==> src/rtl/pipe_hazard_ctrl_if.sv <==
// Handshake bundle between the 5-stage pipeline datapath and pipe_hazard_ctrl.
// The pipeline side uses the master modport and the control unit uses the slave modport.
interface pipe_hazard_ctrl_if #(
  parameter int REG_W = 5
);
  logic [REG_W-1:0] id_rs_i;
  logic [REG_W-1:0] id_rt_i;
  logic             id_uses_rt_i;
  logic             ex_memread_i;
  logic [REG_W-1:0] ex_rd_i;
  logic             branch_taken_i;
  logic             mem_busy_i;
  logic             pc_write_o;
  logic             ifid_hazard_o;
  logic             ifid_flush_o;
  logic             idex_bubble_o;
  logic             pipe_hold_o;
  logic             timeout_o;
  logic [1:0]       state_o;
  logic [31:0]      stall_cnt_o;
  logic [31:0]      flush_cnt_o;

  modport master (
    output id_rs_i, id_rt_i, id_uses_rt_i, ex_memread_i, ex_rd_i, branch_taken_i, mem_busy_i,
    input  pc_write_o, ifid_hazard_o, ifid_flush_o, idex_bubble_o, pipe_hold_o, timeout_o,
           state_o, stall_cnt_o, flush_cnt_o
  );

  modport slave (
    input  id_rs_i, id_rt_i, id_uses_rt_i, ex_memread_i, ex_rd_i, branch_taken_i, mem_busy_i,
    output pc_write_o, ifid_hazard_o, ifid_flush_o, idex_bubble_o, pipe_hold_o, timeout_o,
           state_o, stall_cnt_o, flush_cnt_o
  );
endinterface

==> src/rtl/pipe_hazard_ctrl.sv <==
// Hazard/stall/flush sequencer for the 5-stage MIPS pipeline (priority: mem wait > load-use > branch).
// Optional macro PIPE_HAZARD_CTRL_PERF_EN builds saturating stall/flush performance counters.
module pipe_hazard_ctrl #(
  parameter int REG_W        = 5,
  parameter int FLUSH_CYCLES = 1,
  parameter int MEM_TIMEOUT  = 15
) (
  input  logic               clk_i,
  input  logic               rst_i,
  pipe_hazard_ctrl_if.slave  hz
);

  typedef enum logic [1:0] {
    ST_RUN      = 2'd0,
    ST_MEM_WAIT = 2'd1,
    ST_FLUSH    = 2'd2
  } state_t;

  state_t     state_r, state_nxt_s;
  logic [2:0] flush_cnt_r, flush_cnt_nxt_s;
  logic [7:0] wait_cnt_r, wait_cnt_nxt_s;
  logic       timeout_r, timeout_nxt_s;
  logic       lu_s;
  logic       pc_write_s, ifid_hazard_s, ifid_flush_s, idex_bubble_s, pipe_hold_s;

  assign lu_s = hz.ex_memread_i && (hz.ex_rd_i != {REG_W{1'b0}}) &&
                ((hz.ex_rd_i == hz.id_rs_i) || (hz.id_uses_rt_i && (hz.ex_rd_i == hz.id_rt_i)));

  // State and counter registers
  always_ff @(posedge clk_i) begin
    if (!rst_i) begin
      state_r     <= ST_RUN;
      flush_cnt_r <= 3'd0;
      wait_cnt_r  <= 8'd0;
      timeout_r   <= 1'b0;
    end else begin
      state_r     <= state_nxt_s;
      flush_cnt_r <= flush_cnt_nxt_s;
      wait_cnt_r  <= wait_cnt_nxt_s;
      timeout_r   <= timeout_nxt_s;
    end
  end

  // Next-state and counter update logic
  always_comb begin
    state_nxt_s     = state_r;
    flush_cnt_nxt_s = flush_cnt_r;
    wait_cnt_nxt_s  = wait_cnt_r;
    timeout_nxt_s   = timeout_r;
    case (state_r)
      ST_RUN, ST_MEM_WAIT: begin
        if (hz.mem_busy_i) begin
          state_nxt_s = ST_MEM_WAIT;
          if (state_r == ST_RUN) begin
            wait_cnt_nxt_s = 8'd1;
          end else if (wait_cnt_r != 8'hFF) begin
            wait_cnt_nxt_s = wait_cnt_r + 8'd1;
          end else begin
            wait_cnt_nxt_s = wait_cnt_r;
          end
          if (wait_cnt_nxt_s >= 8'(MEM_TIMEOUT)) begin
            timeout_nxt_s = 1'b1;
          end else begin
            timeout_nxt_s = timeout_r;
          end
        end else begin
          // A load-use stall suppresses the branch: ID operands are not yet valid.
          wait_cnt_nxt_s = 8'd0;
          if (!lu_s && hz.branch_taken_i && (FLUSH_CYCLES > 1)) begin
            state_nxt_s     = ST_FLUSH;
            flush_cnt_nxt_s = 3'(FLUSH_CYCLES - 1);
          end else begin
            state_nxt_s = ST_RUN;
          end
        end
      end
      ST_FLUSH: begin
        if (hz.mem_busy_i) begin
          state_nxt_s = ST_FLUSH;
        end else if (flush_cnt_r == 3'd1) begin
          state_nxt_s     = ST_RUN;
          flush_cnt_nxt_s = 3'd0;
        end else begin
          flush_cnt_nxt_s = flush_cnt_r - 3'd1;
        end
      end
      default: begin
        state_nxt_s     = ST_RUN;
        flush_cnt_nxt_s = 3'd0;
      end
    endcase
  end

  // Control outputs from registered state and current inputs
  always_comb begin
    pc_write_s    = 1'b1;
    ifid_hazard_s = 1'b0;
    ifid_flush_s  = 1'b0;
    idex_bubble_s = 1'b0;
    pipe_hold_s   = 1'b0;
    if (!rst_i) begin
      pc_write_s = 1'b0;
    end else if (hz.mem_busy_i) begin
      pc_write_s    = 1'b0;
      ifid_hazard_s = 1'b1;
      pipe_hold_s   = 1'b1;
    end else if (state_r == ST_FLUSH) begin
      ifid_flush_s = 1'b1;
    end else if (lu_s) begin
      pc_write_s    = 1'b0;
      ifid_hazard_s = 1'b1;
      idex_bubble_s = 1'b1;
    end else if (hz.branch_taken_i) begin
      ifid_flush_s = 1'b1;
    end else begin
      pc_write_s = 1'b1;
    end
  end

  assign hz.pc_write_o    = pc_write_s;
  assign hz.ifid_hazard_o = ifid_hazard_s;
  assign hz.ifid_flush_o  = ifid_flush_s;
  assign hz.idex_bubble_o = idex_bubble_s;
  assign hz.pipe_hold_o   = pipe_hold_s;
  assign hz.timeout_o     = timeout_r;
  assign hz.state_o       = state_r;

`ifdef PIPE_HAZARD_CTRL_PERF_EN
  logic [31:0] stall_cnt_r, flush_perf_r;

  // Saturating performance counters for stall and flush cycles
  always_ff @(posedge clk_i) begin
    if (!rst_i) begin
      stall_cnt_r  <= 32'h0;
      flush_perf_r <= 32'h0;
    end else begin
      if (ifid_hazard_s && (stall_cnt_r != 32'hFFFF_FFFF)) begin
        stall_cnt_r <= stall_cnt_r + 32'h1;
      end else begin
        stall_cnt_r <= stall_cnt_r;
      end
      if (ifid_flush_s && (flush_perf_r != 32'hFFFF_FFFF)) begin
        flush_perf_r <= flush_perf_r + 32'h1;
      end else begin
        flush_perf_r <= flush_perf_r;
      end
    end
  end

  assign hz.stall_cnt_o = stall_cnt_r;
  assign hz.flush_cnt_o = flush_perf_r;
`else
  assign hz.stall_cnt_o = 32'h0;
  assign hz.flush_cnt_o = 32'h0;
`endif

endmodule
==> src/flat_wrapper.sv <==
// flat-port wrapper written by rule: the top's interface ports become plain ports
module pipe_hazard_ctrl_flat 
#(
  parameter int REG_W        = 5,
  parameter int FLUSH_CYCLES = 1,
  parameter int MEM_TIMEOUT  = 15
)
  (clk_i, rst_i, hz_id_rs_i, hz_id_rt_i, hz_id_uses_rt_i, hz_ex_memread_i, hz_ex_rd_i, hz_branch_taken_i, hz_mem_busy_i, hz_pc_write_o, hz_ifid_hazard_o, hz_ifid_flush_o, hz_idex_bubble_o, hz_pipe_hold_o, hz_timeout_o, hz_state_o, hz_stall_cnt_o, hz_flush_cnt_o);
  pipe_hazard_ctrl_if #(.REG_W(REG_W)) hz_i ();
  input  logic clk_i;
  input  logic rst_i;
  input wire logic [$bits(hz_i.id_rs_i)-1:0] hz_id_rs_i;
  input wire logic [$bits(hz_i.id_rt_i)-1:0] hz_id_rt_i;
  input wire logic [$bits(hz_i.id_uses_rt_i)-1:0] hz_id_uses_rt_i;
  input wire logic [$bits(hz_i.ex_memread_i)-1:0] hz_ex_memread_i;
  input wire logic [$bits(hz_i.ex_rd_i)-1:0] hz_ex_rd_i;
  input wire logic [$bits(hz_i.branch_taken_i)-1:0] hz_branch_taken_i;
  input wire logic [$bits(hz_i.mem_busy_i)-1:0] hz_mem_busy_i;
  output wire logic [$bits(hz_i.pc_write_o)-1:0] hz_pc_write_o;
  output wire logic [$bits(hz_i.ifid_hazard_o)-1:0] hz_ifid_hazard_o;
  output wire logic [$bits(hz_i.ifid_flush_o)-1:0] hz_ifid_flush_o;
  output wire logic [$bits(hz_i.idex_bubble_o)-1:0] hz_idex_bubble_o;
  output wire logic [$bits(hz_i.pipe_hold_o)-1:0] hz_pipe_hold_o;
  output wire logic [$bits(hz_i.timeout_o)-1:0] hz_timeout_o;
  output wire logic [$bits(hz_i.state_o)-1:0] hz_state_o;
  output wire logic [$bits(hz_i.stall_cnt_o)-1:0] hz_stall_cnt_o;
  output wire logic [$bits(hz_i.flush_cnt_o)-1:0] hz_flush_cnt_o;
  assign hz_i.id_rs_i = hz_id_rs_i;
  assign hz_i.id_rt_i = hz_id_rt_i;
  assign hz_i.id_uses_rt_i = hz_id_uses_rt_i;
  assign hz_i.ex_memread_i = hz_ex_memread_i;
  assign hz_i.ex_rd_i = hz_ex_rd_i;
  assign hz_i.branch_taken_i = hz_branch_taken_i;
  assign hz_i.mem_busy_i = hz_mem_busy_i;
  assign hz_pc_write_o = hz_i.pc_write_o;
  assign hz_ifid_hazard_o = hz_i.ifid_hazard_o;
  assign hz_ifid_flush_o = hz_i.ifid_flush_o;
  assign hz_idex_bubble_o = hz_i.idex_bubble_o;
  assign hz_pipe_hold_o = hz_i.pipe_hold_o;
  assign hz_timeout_o = hz_i.timeout_o;
  assign hz_state_o = hz_i.state_o;
  assign hz_stall_cnt_o = hz_i.stall_cnt_o;
  assign hz_flush_cnt_o = hz_i.flush_cnt_o;
  pipe_hazard_ctrl #(.REG_W(REG_W), .FLUSH_CYCLES(FLUSH_CYCLES), .MEM_TIMEOUT(MEM_TIMEOUT)) u_core (.clk_i(clk_i), .rst_i(rst_i), .hz(hz_i));
endmodule
==> config.mk <==
export PLATFORM = sky130hd
export DESIGN_NAME = pipe_hazard_ctrl_flat
export DESIGN_NICKNAME = d
export VERILOG_FILES = /design/src/rtl/pipe_hazard_ctrl_if.sv /design/src/rtl/pipe_hazard_ctrl.sv /design/src/flat_wrapper.sv
export SDC_FILE = /design/constraint.sdc
export NUM_CORES = 1
export LEC_CHECK = 0
export ABC_CLOCK_PERIOD_IN_PS = 1600
export CAP_MARGIN = 10
export CORE_MARGIN = 2
export CORE_UTILIZATION = 34
export CTS_BUF_LIST = sky130_fd_sc_hd__clkbuf_4 sky130_fd_sc_hd__clkbuf_8
export CTS_CLUSTER_DIAMETER = 80
export CTS_CLUSTER_SIZE = 24
export DETAILED_ROUTE_END_ITERATION = 16
export PLACE_DENSITY = 0.78
export SETUP_SLACK_MARGIN = 0.1
export SYNTH_ARGS = -nofsm -noshare
export SYNTH_HDL_FRONTEND = slang
export SYNTH_SLANG_ARGS = --single-unit
export TNS_END_PERCENT = 5
==> constraint.sdc <==
create_clock -name clk_i -period 1.6 [get_ports clk_i]
set_input_delay 0.16 -clock clk_i [delete_from_list [all_inputs] [get_ports clk_i]]
set_output_delay 0.16 -clock clk_i [all_outputs]
set_load 0.05 [all_outputs]
==> reports/qor_table.md <==
| Step | Metric | Value |
|:---|:---|:---|
| worst setup path | Kind of critical path | in2out |
| grt | Number of antenna violations at the first check in global routing | 0 |
| placement | Post-Place Worst Slack | -537.7 ps |
| grt | Global-route total usage across every layer | 13.50% |
| power | Power density cells | 641.2 nW/um^2 |
| cells and area | Ant diodes | 0 |
| clock network | Clock transition time at the flip-flop clock pins of the worst setup and hold paths | 60 ps |
| routing | # DRC | 0 |
| floorplanning | Number of primary I/O pins | 93 |
| floorplanning | Die width | 70.15 um |
| floorplanning | Chip height | 70.15 um |
| clock network | Clock tree from TritonCTS | built |
| worst setup path | Combined buffer and inverter count along the critical path | 3 |
| synth | Post-synthesis cell area | 1488 sq um |
| floorplanning | Initial core utilization | 34.64% |
| sta | Number of endpoints failing setup at the final stage | 2 |
| sta | Final WS setup | -25.02 ps |
| routing | Overall via count from detail_route | 1,339 |
| placement | Quantity of I/O buffers inserted on ports | 28 |
| worst setup path | Peak fanout along the critical path | 4 |
| synth | Yosys top cell by area | sky130_fd_sc_hd__buf_4 |
| placement | Sum of net half-perimeters after detailed placement | 2547 um |
| sta | Post-route minimum period | 1625 ps |
| grt | Via count of the first global-routing pass | 1,227 |
| routing | Initial detailed-routing violation count | 23 |
| floorplanning | Die Outline Area | 4920 sq um |
| worst setup path | Longest individual stage delay on the worst path | 530 ps |
| sta | Setup repair after global routing missed its margin | true |
| synth | Number of flops mapped to enable cells by yosys | 0 |
| cells and area | Synthesis-to-layout area growth | 30.36% |
| power | Worst voltage drop across the vdd grid | 0.3043 mV |
| sta | Part of the cycle the worst path needs | 101.6% |
| worst setup path | Kind of end point of the critical path | primary output |
| sta | Hold_ws | 569.1 ps |
| worst setup path | Worst endpoint data arrival time | 1470 ps |
| sta | Number of hold violations in the final report | 0 |
| synth | Yosys top cell area share | 32.30% |
| min path | Path category of the worst min-delay check | reg2reg |
| grt | Maximum number of pins on one net before global-route repair | 16 |
| cells and area | Most frequent standard cell in the layout excluding fill and tap cells | sky130_fd_sc_hd__conb_1 |
| synth | Most area-consuming cells after synthesis | sky130_fd_sc_hd__buf_4 (32%), sky130_fd_sc_hd__dfxtp_1 (19%), sky130_fd_sc_hd__xor2_1 (4.1%), sky130_fd_sc_hd__a21oi_1 (4.0%), sky130_fd_sc_hd__nand3_1 (3.0%) |
| routing | Detailed-route vias per instance | 4.508 |
| clock network | Number of buffers created by CTS | 3 |
| synth | Synthesis Warnings | 0 |
| synth | Number of synthesized register bits | 14 |
| sta | Number of pins with negative max-slew slack in the final report | 0 |
| sta | Max Clk Rate | 615.4 MHz |
| cells and area | Most used cells in the layout excluding fill and tap cells | sky130_fd_sc_hd__conb_1 (64), sky130_fd_sc_hd__buf_4 (24), sky130_fd_sc_hd__nor2_1 (11), sky130_fd_sc_hd__a21oi_1 (11), sky130_fd_sc_hd__dfxtp_1 (10) |
| floorplanning | Area of the core | 4294 sq um |
| worst setup path | Element type at the critical path start | input port |
| clock network | Total number of clock tree sinks | 14 |
| synth | Post-synthesis cell count | 198 |
| worst setup path | Top delay family on crit path | simple AND/OR/NAND/NOR gates |
| routing | Avg WL per Cell | 11.49 um |
| worst setup path | Crit path max-delay cell type | sky130_fd_sc_hd__or4_4 |
| floorplanning | Standard-cell rows | 24 |
| worst setup path | Critical Path RT | 1440 ps |
| synth | Share of the yosys chip area belonging to registers | 18.84% |
| synth | Number of different library cells in the post-synthesis netlist | 41 |
| power | Leakage | 0.8640 nW |
| clock network | Clock insertion delay at the later pin of the skew report | 250 ps |
| cells and area | Layout cell share with drive strength beyond 1 | 26.94% |
| grt | Congestion Overflow GR | 0 |
| synth | Average instance area after synthesis | 7.514 sq um |
| routing | Residual antenna-violating net count after detailed routing | 0 |
| placement | Routability congestion estimate from global placement | 0.7943 |
| routing | Total wirelength of the detailed-routed design | 3413 um |
| clock network | Level count of the clock H-tree | 1 |
| outcome | Status | complete, but fails checks |
| clock network | Cell at the root of the clock tree | sky130_fd_sc_hd__clkbuf_8 |
| worst setup path | Series of cell instances along the critical path | buf_8 > or4_4 > o221ai_4 > a21oi_4 > buf_6 > nor3_4 > buf_12 |
| cells and area | Final net count | 270 |
| grt | Wire length of the first global-routing pass | 5451 um |
| synth | Top_reg_cell synth | sky130_fd_sc_hd__dfxtp_1 |
| power | Power consumption | 0.001244 W |
| job | Max Cap Violations | 0 |
| routing | Total iterations of the first detailed-routing run | 4 |
| clock network | Buffers from clock root to sink, at most | 2 |
| outcome | Violations in the final reports | negative setup slack |
| synth | Fraction of registers with async set/reset | 0% |
| sta | Skew final | 3.059 ps |
## cells in the mapped netlist (2+ instances only)
| cell type | n |
|---|---|
| sky130_fd_sc_hd__a211oi_1 | 2 |
| sky130_fd_sc_hd__a21oi_1 | 12 |
| sky130_fd_sc_hd__a31oi_1 | 2 |
| sky130_fd_sc_hd__and2_1 | 2 |
| sky130_fd_sc_hd__and3_1 | 4 |
| sky130_fd_sc_hd__and3_2 | 2 |
| sky130_fd_sc_hd__buf_2 | 2 |
| sky130_fd_sc_hd__buf_4 | 64 |
| sky130_fd_sc_hd__clkbuf_1 | 4 |
| sky130_fd_sc_hd__dfxtp_1 | 14 |
| sky130_fd_sc_hd__ha_1 | 3 |
| sky130_fd_sc_hd__inv_1 | 7 |
| sky130_fd_sc_hd__nand2_1 | 9 |
| sky130_fd_sc_hd__nand3_1 | 9 |
| sky130_fd_sc_hd__nor2_1 | 12 |
| sky130_fd_sc_hd__nor2b_1 | 3 |
| sky130_fd_sc_hd__nor3_1 | 3 |
| sky130_fd_sc_hd__nor3b_1 | 5 |
| sky130_fd_sc_hd__o21ai_0 | 5 |
| sky130_fd_sc_hd__o22ai_1 | 2 |
| sky130_fd_sc_hd__o2bb2ai_1 | 2 |
| sky130_fd_sc_hd__or4_1 | 2 |
| sky130_fd_sc_hd__xnor2_1 | 4 |
| sky130_fd_sc_hd__xor2_1 | 7 |
## timing repair
item,in CTS,in global routing
pin swaps,14,7
hold endpoints to repair,0,0
setup endpoints to repair,9,11
setup buffers,2,2
hold buffers,0,0
gates cloned,0,0
gates resized for setup,45,8
## cell families after synthesis
group	share of synthesized area, %
adders and majority gates	2.523
AOI/OAI and AO/OA	14.47
buffers and inverters	35.74
DFF	18.84
xor gates and xnor gates	6.476
other	0.2521
and+or+nand+nor	21.70
## where the power goes
part / switching [W] / leakage, nW / total [W] / internal (W)
clock: 0.000137 / 0.0288 / 0.000355 / 0.000218
combinational: 0.000425 / 0.720 / 0.000532 / 0.000107
sequential: 0.00000529 / 0.115 / 0.000356 / 0.000351
total: 0.000568 / 0.864 / 0.00124 / 0.000676
## flip-flops by register name, summed over array words and instances (netlist names)
name                 count
u_core.flush_cnt_r       3
u_core.wait_cnt_r        8
u_core.hz.state_o        2
u_core.hz.timeout_o      1
## layer usage
layer,wire [um],global-route usage [%]
met5,0,0
met4,71,6.410
met3,208,1.876
met2,1681,23.07
met1,1452,16.64
## worst register-to-register path: stages (launching register included)
cell,delay [ps]
sky130_fd_sc_hd__dfxtp_2,340
sky130_fd_sc_hd__ha_4,180
sky130_fd_sc_hd__and3_2,220
sky130_fd_sc_hd__or3_4,340
sky130_fd_sc_hd__a2111oi_4,300
sky130_fd_sc_hd__o2bb2ai_2,70
## through the flow
stage | setup TNS, ps | cells | cell area [sq um] | util [%]
CTS | -72.58 | 295 | 1881 | 43.79
floorplan | 0 | 261 | 1770 | -
global route | -201.8 | 297 | 1939 | 45.16
detailed placement | -1770 | 289 | 1788 | 41.64
global placement | -1470 | 289 | 1788 | 41.64
finish | -37.10 | 297 | 1939 | 45.16
## cell type report
class | instances | area [sq um]
multi-input combinational | 170 | 1028
sequential | 14 | 287.8
fill | 416 | 2355
inverter | 7 | 30.03
clock buffer | 4 | 55.05
timing repair buffer | 50 | 473.0
tap | 52 | 65.06
## worst paths after layout
path | slack (ps) | from | end | depth (start not counted)
worst max-delay path | -30 | hz_ex_rd_i[2] | hz_ifid_flush_o | 7
worst min register to register | 570 | u_core.flush_cnt_r[2] | u_core.flush_cnt_r[2] | 2
worst max register to register | 50 | u_core.wait_cnt_r[0] | u_core.hz.timeout_o | 5
worst min-delay path | 570 | u_core.flush_cnt_r[2] | u_core.flush_cnt_r[2] | 2
(Power assumes the default switching activity.)
